$ cat config.mk
export PLATFORM = sky130hd
export DESIGN_NAME = control_fsm_flat
export DESIGN_NICKNAME = d
export VERILOG_FILES = /design/src/rtl/control_fsm_if.sv /design/src/rtl/control_fsm.sv /design/src/flat_wrapper.sv
export SDC_FILE = /design/constraint.sdc
export NUM_CORES = 1
export LEC_CHECK = 0
export ABC_AREA = 1
export BUFFER_PORTS_ARGS = -buffer_cell sky130_fd_sc_hd__buf_4
export CORE_ASPECT_RATIO = 1.5
export CORE_MARGIN = 3
export CORE_UTILIZATION = 45
export CTS_CLUSTER_SIZE = 20
export DETAILED_ROUTE_END_ITERATION = 10
export GPL_TIMING_DRIVEN = 0
export PLACE_DENSITY = 0.72
export SKIP_LAST_GASP = 1
export SLEW_MARGIN = 30
export SYNTH_ARGS = -nofsm -noshare
export SYNTH_HDL_FRONTEND = slang
export SYNTH_SLANG_ARGS = --single-unit
$ cat constraint.sdc
create_clock -name clk -period 2.8 [get_ports clk]
set_input_delay 0.28 -clock clk [delete_from_list [all_inputs] [get_ports clk]]
set_output_delay 0.28 -clock clk [all_outputs]
set_load 0.01 [all_outputs]
$ cat src/rtl/control_fsm_if.sv
// Fetch/execute control bundle between the sequencer, instruction memory,
// ALU and register file.
interface control_fsm_if;
  logic        instr_req;
  logic [7:0]  pc_out;
  logic        instr_valid;
  logic [15:0] instr_data;
  logic [2:0]  alu_ctrl;
  logic [1:0]  alu_status;
  logic [3:0]  rf_raddr_a;
  logic [3:0]  rf_raddr_b;
  logic        rf_we;
  logic [3:0]  rf_waddr;
  logic        halted;
  logic        illegal_op;

  modport master (
    output instr_req, pc_out, alu_ctrl, rf_raddr_a, rf_raddr_b,
           rf_we, rf_waddr, halted, illegal_op,
    input  instr_valid, instr_data, alu_status
  );

  modport slave (
    input  instr_req, pc_out, alu_ctrl, rf_raddr_a, rf_raddr_b,
           rf_we, rf_waddr, halted, illegal_op,
    output instr_valid, instr_data, alu_status
  );
endinterface

$ cat src/rtl/control_fsm.sv
// Multi-cycle fetch/decode/exec sequencer for a 16-bit, 8-bit-PC core.
// Branch flags are sampled in DECODE so the preceding ALU op is already visible.
module control_fsm #(
  parameter logic [7:0] RESET_PC = 8'h00
) (
  input  logic          clk,
  input  logic          reset_n,
  control_fsm_if.master bus
);
  typedef enum logic [1:0] {FETCH, DECODE, EXEC, HALT} state_e;

  localparam logic [3:0] OP_NOP  = 4'h0;
  localparam logic [3:0] OP_ADD  = 4'h1;
  localparam logic [3:0] OP_SUB  = 4'h2;
  localparam logic [3:0] OP_MOV  = 4'h3;
  localparam logic [3:0] OP_CMP  = 4'h4;
  localparam logic [3:0] OP_JMP  = 4'h5;
  localparam logic [3:0] OP_JZ   = 4'h6;
  localparam logic [3:0] OP_JN   = 4'h7;
  localparam logic [3:0] OP_HALT = 4'hF;

  localparam logic [2:0] ALU_IDLE = 3'b000;
  localparam logic [2:0] ALU_ADD  = 3'b101;
  localparam logic [2:0] ALU_SUB  = 3'b110;
  localparam logic [2:0] ALU_MOV  = 3'b011;

  state_e      state_q, state_d;
  logic [7:0]  pc_q, pc_d;
  logic [15:0] ir_q, ir_d;
  logic        ill_q, ill_d;
  logic [2:0]  alu_ctrl;
  logic        rf_we;

  logic [3:0] opc;
  logic [7:0] target;
  logic       st_zero, st_neg;

  assign opc     = ir_q[15:12];
  assign target  = ir_q[7:0];
  assign st_zero = bus.alu_status[1];
  assign st_neg  = bus.alu_status[0];

  always_ff @(posedge clk or negedge reset_n) begin
    if (!reset_n) begin
      state_q <= FETCH;
      pc_q    <= RESET_PC;
      ir_q    <= 16'h0000;
      ill_q   <= 1'b0;
    end else begin
      state_q <= state_d;
      pc_q    <= pc_d;
      ir_q    <= ir_d;
      ill_q   <= ill_d;
    end
  end

  always_comb begin
    state_d  = state_q;
    pc_d     = pc_q;
    ir_d     = ir_q;
    ill_d    = ill_q;
    alu_ctrl = ALU_IDLE;
    rf_we    = 1'b0;
    case (state_q)
      FETCH: begin
        if (bus.instr_valid) begin
          ir_d    = bus.instr_data;
          pc_d    = pc_q + 8'd1;
          state_d = DECODE;
        end
      end
      DECODE: begin
        case (opc)
          OP_NOP: state_d = FETCH;
          OP_ADD, OP_SUB, OP_MOV, OP_CMP: state_d = EXEC;
          OP_JMP: begin
            pc_d    = target;
            state_d = FETCH;
          end
          OP_JZ: begin
            if (st_zero) pc_d = target;
            state_d = FETCH;
          end
          OP_JN: begin
            if (st_neg) pc_d = target;
            state_d = FETCH;
          end
          OP_HALT: state_d = HALT;
          default: begin
            ill_d   = 1'b1;
            state_d = HALT;
          end
        endcase
      end
      EXEC: begin
        // CMP shares SUB's ALU op but only updates status, never the RF.
        case (opc)
          OP_ADD: begin alu_ctrl = ALU_ADD; rf_we = 1'b1; end
          OP_SUB: begin alu_ctrl = ALU_SUB; rf_we = 1'b1; end
          OP_MOV: begin alu_ctrl = ALU_MOV; rf_we = 1'b1; end
          OP_CMP: alu_ctrl = ALU_SUB;
          default: alu_ctrl = ALU_IDLE;
        endcase
        state_d = FETCH;
      end
      HALT: state_d = HALT;
      default: state_d = FETCH;
    endcase
  end

  // Reset leaves the FSM in FETCH, so the request is gated until release.
  assign bus.instr_req  = (state_q == FETCH) && reset_n;
  assign bus.pc_out     = pc_q;
  assign bus.alu_ctrl   = alu_ctrl;
  assign bus.rf_we      = rf_we;
  assign bus.rf_raddr_a = ir_q[11:8];
  assign bus.rf_raddr_b = ir_q[7:4];
  assign bus.rf_waddr   = ir_q[11:8];
  assign bus.halted     = (state_q == HALT);
  assign bus.illegal_op = ill_q;
endmodule
$ cat src/flat_wrapper.sv
// flat-port wrapper written by rule: the top's interface ports become plain ports
module control_fsm_flat 
#(
  parameter logic [7:0] RESET_PC = 8'h00
)
  (clk, reset_n, bus_instr_req, bus_pc_out, bus_alu_ctrl, bus_rf_raddr_a, bus_rf_raddr_b, bus_rf_we, bus_rf_waddr, bus_halted, bus_illegal_op, bus_instr_valid, bus_instr_data, bus_alu_status);
  control_fsm_if bus_i ();
  input  logic clk;
  input  logic reset_n;
  output wire logic [$bits(bus_i.instr_req)-1:0] bus_instr_req;
  output wire logic [$bits(bus_i.pc_out)-1:0] bus_pc_out;
  output wire logic [$bits(bus_i.alu_ctrl)-1:0] bus_alu_ctrl;
  output wire logic [$bits(bus_i.rf_raddr_a)-1:0] bus_rf_raddr_a;
  output wire logic [$bits(bus_i.rf_raddr_b)-1:0] bus_rf_raddr_b;
  output wire logic [$bits(bus_i.rf_we)-1:0] bus_rf_we;
  output wire logic [$bits(bus_i.rf_waddr)-1:0] bus_rf_waddr;
  output wire logic [$bits(bus_i.halted)-1:0] bus_halted;
  output wire logic [$bits(bus_i.illegal_op)-1:0] bus_illegal_op;
  input wire logic [$bits(bus_i.instr_valid)-1:0] bus_instr_valid;
  input wire logic [$bits(bus_i.instr_data)-1:0] bus_instr_data;
  input wire logic [$bits(bus_i.alu_status)-1:0] bus_alu_status;
  assign bus_instr_req = bus_i.instr_req;
  assign bus_pc_out = bus_i.pc_out;
  assign bus_alu_ctrl = bus_i.alu_ctrl;
  assign bus_rf_raddr_a = bus_i.rf_raddr_a;
  assign bus_rf_raddr_b = bus_i.rf_raddr_b;
  assign bus_rf_we = bus_i.rf_we;
  assign bus_rf_waddr = bus_i.rf_waddr;
  assign bus_halted = bus_i.halted;
  assign bus_illegal_op = bus_i.illegal_op;
  assign bus_i.instr_valid = bus_instr_valid;
  assign bus_i.instr_data = bus_instr_data;
  assign bus_i.alu_status = bus_alu_status;
  control_fsm #(.RESET_PC(RESET_PC)) u_core (.clk(clk), .reset_n(reset_n), .bus(bus_i));
endmodule
# Word level (Yosys, flattened, before mapping)
# Index checks and enable logic that the tools add are counted.
dict set report word_totals {
  elab_cells 45
  regBits 27
  input_bits 21
  output_inout_bits 27
}
dict set report classes {
  eq_ne 15
  n_addsub 1
  n_reduce_logical 12
  bitwise 1
  mux 12
}
# cell count
set op_table {}
lappend op_table {{$mux W8} 3}
lappend op_table {{$pmux W8 S3} 1}
lappend op_table {{$eq A4 B3 Y1 const B} 4}
lappend op_table {{$pmux W8 S2} 1}
lappend op_table {{$pmux W3 S3} 1}
lappend op_table {{$reduce_or A9 Y1} 1}
lappend op_table {{$add A8 B1 Y8 const B} 1}
lappend op_table {{$eq A4 B2 Y1 const B} 2}
lappend op_table {{$pmux W2 S4} 1}
lappend op_table {{$reduce_or A4 Y1} 2}
lappend op_table {{$ne A3 B3 Y1 const B} 2}
lappend op_table {{$reduce_and A5 Y1} 1}
lappend op_table {{$eq A2 B2 Y1 const B} 2}
lappend op_table {{$eq A4 B1 Y1 const B} 1}
lappend op_table {{$eq A4 B4 Y1 const B} 1}
lappend op_table {{$logic_not A4 Y1} 1}
lappend op_table {{$ne A4 B3 Y1 const B} 1}
lappend op_table {{$pmux W2 S2} 1}
lappend op_table {{$reduce_and A2 Y1} 2}
lappend op_table {{$mux W3} 1}
lappend op_table {{$reduce_or A3 Y1} 1}
lappend op_table {{$eq A2 B1 Y1 const B} 1}
lappend op_table {{$logic_not A2 Y1} 1}
lappend op_table {{$mux W1} 2}
lappend op_table {{other kinds (6)} 6}

# Depth between registers and ports, before layout
dict set report depth {
  depth_word 4
  mapped_depth 7
  ltp_nobuf 7
}

# Least setup slack after synthesis
# OpenSTA, ideal clock, no wires.
dict set report synth_timing {
  path_type {reg2reg}
  from {register u_core.state_q[1]}
  to {register u_core.ir_q[10]}
  path_buffers 1
  arrival_ps 1163
  period_less_slack_ps 1288
  setup_time_ps 125
  stages_incl_launch_ff 5
  required_ps 2675
  slack_ps 1512
  path_cell_list {dfrtp_1 nor2_2 nand2_4 buf_6 mux2_4}
}
dict set report synth_via {
  elab_chain_cells 2
}
# item line_no
set synth_lines {}
lappend synth_lines {{from (decl)} control_fsm.sv:27} ;# state_e state_q, state_d;
lappend synth_lines {{from (signal assigned)} control_fsm.sv:50} ;# state_q <= state_d;
lappend synth_lines {{$logic_not A2 Y1} control_fsm.sv:64} ;# case (state_q)
lappend synth_lines {{$reduce_and A2 Y1 (no source line)} --}
lappend synth_lines {{to (signal assigned)} control_fsm.sv:52} ;# ir_q <= ir_d;
lappend synth_lines {{to (decl)} control_fsm.sv:29} ;# logic [15:0] ir_q, ir_d;
# No other way between the ends.
# A chain may end at the register's enable or synchronous reset.

# Final worst setup path
dict set report layout_timing {
  from {input port reset_n}
  to {output port bus_instr_req}
}
dict set report layout_via {
  elab_chain_cells 1
}
# item line_no
set layout_lines {}
lappend layout_lines {{from (decl)} flat_wrapper.sv:9} ;# input logic reset_n;
lappend layout_lines {{$logic_and A1 B1 Y1} control_fsm.sv:112} ;# assign bus.instr_req = (state_q == FETCH) && reset_n;
lappend layout_lines {{to (decl)} flat_wrapper.sv:10} ;# output wire logic [$bits(bus_i.instr_req)-1:0] bus_instr_req;
# No other way between the ends.

==> impl_metrics.env <==
export IMPL_wirelength_microns=3359
export IMPL_synth_top_cell_area_share_pct=44.33
export IMPL_irDropWorstVdd_mv=0.2557
export IMPL_synth_edf_count=0
export IMPL_via_count=1310
export IMPL_via_per_inst=4.925
export IMPL_dpl_hpwl_microns=2544
export IMPL_max_clock_freq_ghz=0.5515
export IMPL_drive_gt1_share_pct=35.84
export IMPL_die_h_microns=77.28
export IMPL_synth_seq_area_share_pct=44.33
export IMPL_cp_start_kind="input port"
export IMPL_syn_num_nets=196
export IMPL_diodes=0
export IMPL_yosys_area_top_type="dfrtp_1"
export IMPL_worst_setup_path_type="in2out"
export IMPL_drt_pass1_iterations=4
export IMPL_fin_worst_skew_ns=0.003494
export IMPL_drtAntennaViolNets=0
export IMPL_worstPathRequired_ns=2.52
export IMPL_synth_flop_cell="dfrtp_1"
export IMPL_synth_seq_cells=27
export IMPL_clk_pin_slew_ns=0.09
export IMPL_synth_top_cells_by_area="dfrtp_1 (44%), nand2_1 (8.9%), nand3_1 (6.6%)"
export IMPL_drc_errors=0
export IMPL_power_density_nw_per_um2=321.4
export IMPL_yosys_warnings=0
export IMPL_pre_cts_slack_ns=1.394
export IMPL_cts_root_buf="clkbuf_8"
export IMPL_tightestPinTransition_ns=0.3515
export IMPL_ys_async_sr_fraction_pct=100.0
export IMPL_port_buffers=47
export IMPL_arrival_ns=1.53
export IMPL_syn_inst=174
export IMPL_ctsHoldBuffers=1
export IMPL_finalWorstSetupSlack_ns=0.9868
export IMPL_die_w_microns=53.52
export IMPL_start_util_pct=47.76
export IMPL_cts_made_buffers=3
export IMPL_antenna_found_initial=0
export IMPL_r2r_setup_slack_ns=1.40
export IMPL_dp_cells=261
export IMPL_outcome="finished, final reports clean"
export IMPL_wl_per_cell_microns=12.63
export IMPL_crit_fanout=28
export IMPL_postCtsSetupBuffers=0
export IMPL_setup_viol_count_final=0
export IMPL_cts_resized=0
export IMPL_grt_max_degree=29
export IMPL_fin_crit_sh_pct=64.76
export IMPL_place_gp_congestion=0.7908
export IMPL_grt_setup_unrepaired="false"
export IMPL_area_delta_synth_final_pct=30.05
export IMPL_clk_latency_ns=0.27
export IMPL_instances_no_fill=266
export IMPL_syn_area_sq_um=1524
export IMPL_critPathBufInv=3
export IMPL_period_needed_ns=1.813
export IMPL_power_leakage_nw=1.085
export IMPL_fp_row_count=25
export IMPL_slew_headroom_pct=76.56
export IMPL_numClockSinks=27
export IMPL_coreArea_sq_um=3191
export IMPL_power_w=0.0006371
export IMPL_die_area_sq_um=4135
export IMPL_cts_buffer_depth=2
export IMPL_finalMaxSlewViolations=0
export IMPL_syn_avg_cell_area_sq_um=8.758
export IMPL_grt_first_pass_wirelength_microns=5768
export IMPL_tns_ns=0
export IMPL_grt_pass1_vias=1323
export IMPL_crit_path_cell_trace="dlygate4sd3_1 -> buf_4 -> nor3b_1 -> buf_4"
export IMPL_cp_slowest_cell="dlygate4sd3_1"
export IMPL_overflow=0
export IMPL_cpMostUsedCell="buf_4"
export IMPL_nNetsFinal=249
export IMPL_cts_tree="yes"
export IMPL_ios=48
export IMPL_drtIter0Drc=69
export IMPL_hold_viol_final=0
export IMPL_grt_usage_pct=18.20
export IMPL_crit_family="buffers and inverters"
export IMPL_post_route_util_pct=62.12
export IMPL_synth_most_common_cell="nand2_1"
export IMPL_max_stage_delay_ns=0.52
export IMPL_ys_types=29
export IMPL_critPathCaptureType="output port"
export IMPL_htreeDepth=1
export IMPL_synth_common_cells="nand2_1 (36), dfrtp_1 (27), nand3_1 (20), nor2_1 (15), inv_1 (14)"
export IMPL_max_cap_violations=0
export IMPL_hp_class="in2reg"
export IMPL_n_fill_cell=297
## report_power, final
part	total, W	switching (W)	internal [W]
Clock	0.000216	0.000114	0.000102
Combinational	0.0000318	0.0000124	0.0000194
Sequential	0.000390	0	0.000390
## cell usage in the layout, fill, tap and decap left out, types with 3 or more instances in the layout
cell / n
buf_4: 60
or2_1: 4
o21ai_0: 5
nand2_1: 36
o21ai_1: 3
inv_2: 4
dfrtp_1: 27
clkbuf_8: 3
nand3_1: 20
mux2_1: 6
mux2_4: 6
a21oi_1: 5
inv_1: 14
nor2_1: 15
## state kept, by name, indices dropped and copies added, names as in the netlist
| signal | flops |
|---|---|
| u_core.ir_q | 16 |
| u_core.bus.illegal_op | 1 |
| u_core.bus.pc_out | 8 |
| u_core.state_q | 2 |
## path summary, 6_finish.rpt
path / depth (start not counted) / to / start
worst max-delay path: 4 / bus_instr_req / reset_n
worst min-delay path: 2 / u_core.ir_q[4] / bus_instr_data[4]
worst max register to register: 4 / u_core.ir_q[7] / u_core.state_q[1]
worst min register to register: 1 / u_core.bus.illegal_op / u_core.bus.illegal_op
max in group asynchronous: 2 / u_core.bus.pc_out[5] / reset_n
min in group asynchronous: 2 / u_core.ir_q[10] / reset_n
## worst reg2reg max path: stages (launching register included)
cell and delay, ns:
dfrtp_1 0.49, nor2_2 0.20, nand2_4 0.12, buf_6 0.18, mux2_4 0.30
## per-layer routing
layer / global-route usage (%) / vias up / wire length (microns)
met4: 7.161 / 0 / 25
met2: 31.94 / 29 / 1896
met1: 21.70 / 624 / 1303
met3: 1.748 / 2 / 134
li1: - / 655 / -
met5: 0 / - / 0
## per-stage QoR
stage | cell area [sq um] | hold slack [ns]
after floorplan | 1524 | -0.01559
after global placement | 1927 | 0.2171
after detailed placement | 1927 | 0.2172
after CTS | 1982 | 0.2146
after global routing | 1982 | 0.2227
final | 1982 | 0.2199
## cell type report
class	count	area [sq um]	share of cell area (%)
clock buffers	4	45.04	2.273
well taps	40	50.05	2.525
plain buffers	15	113.9	5.745
repair buffers	48	362.8	18.31
flip-flops and latches	27	675.6	34.09
inverters	18	67.56	3.409
multi-input cells	114	666.9	33.65
## kinds of logic (layout without fill, tap and decap cells)
logic type / Yosys count / after routing / share of synthesized area, %
flip-flops: 27 / 27 / 44.34
multiplexers: 12 / 12 / 10.34
AO/OA/AOI/OAI: 16 / 16 / 5.829
adder cells (fa/ha/maj): 1 / 1 / 0.8209
AND/OR/NAND/NOR: 83 / 83 / 25.62
buffers and inverters: 33 / 85 / 11.90
XOR/XNOR: 2 / 2 / 1.150
No activity file was read; power rests on OpenSTA's default activity.
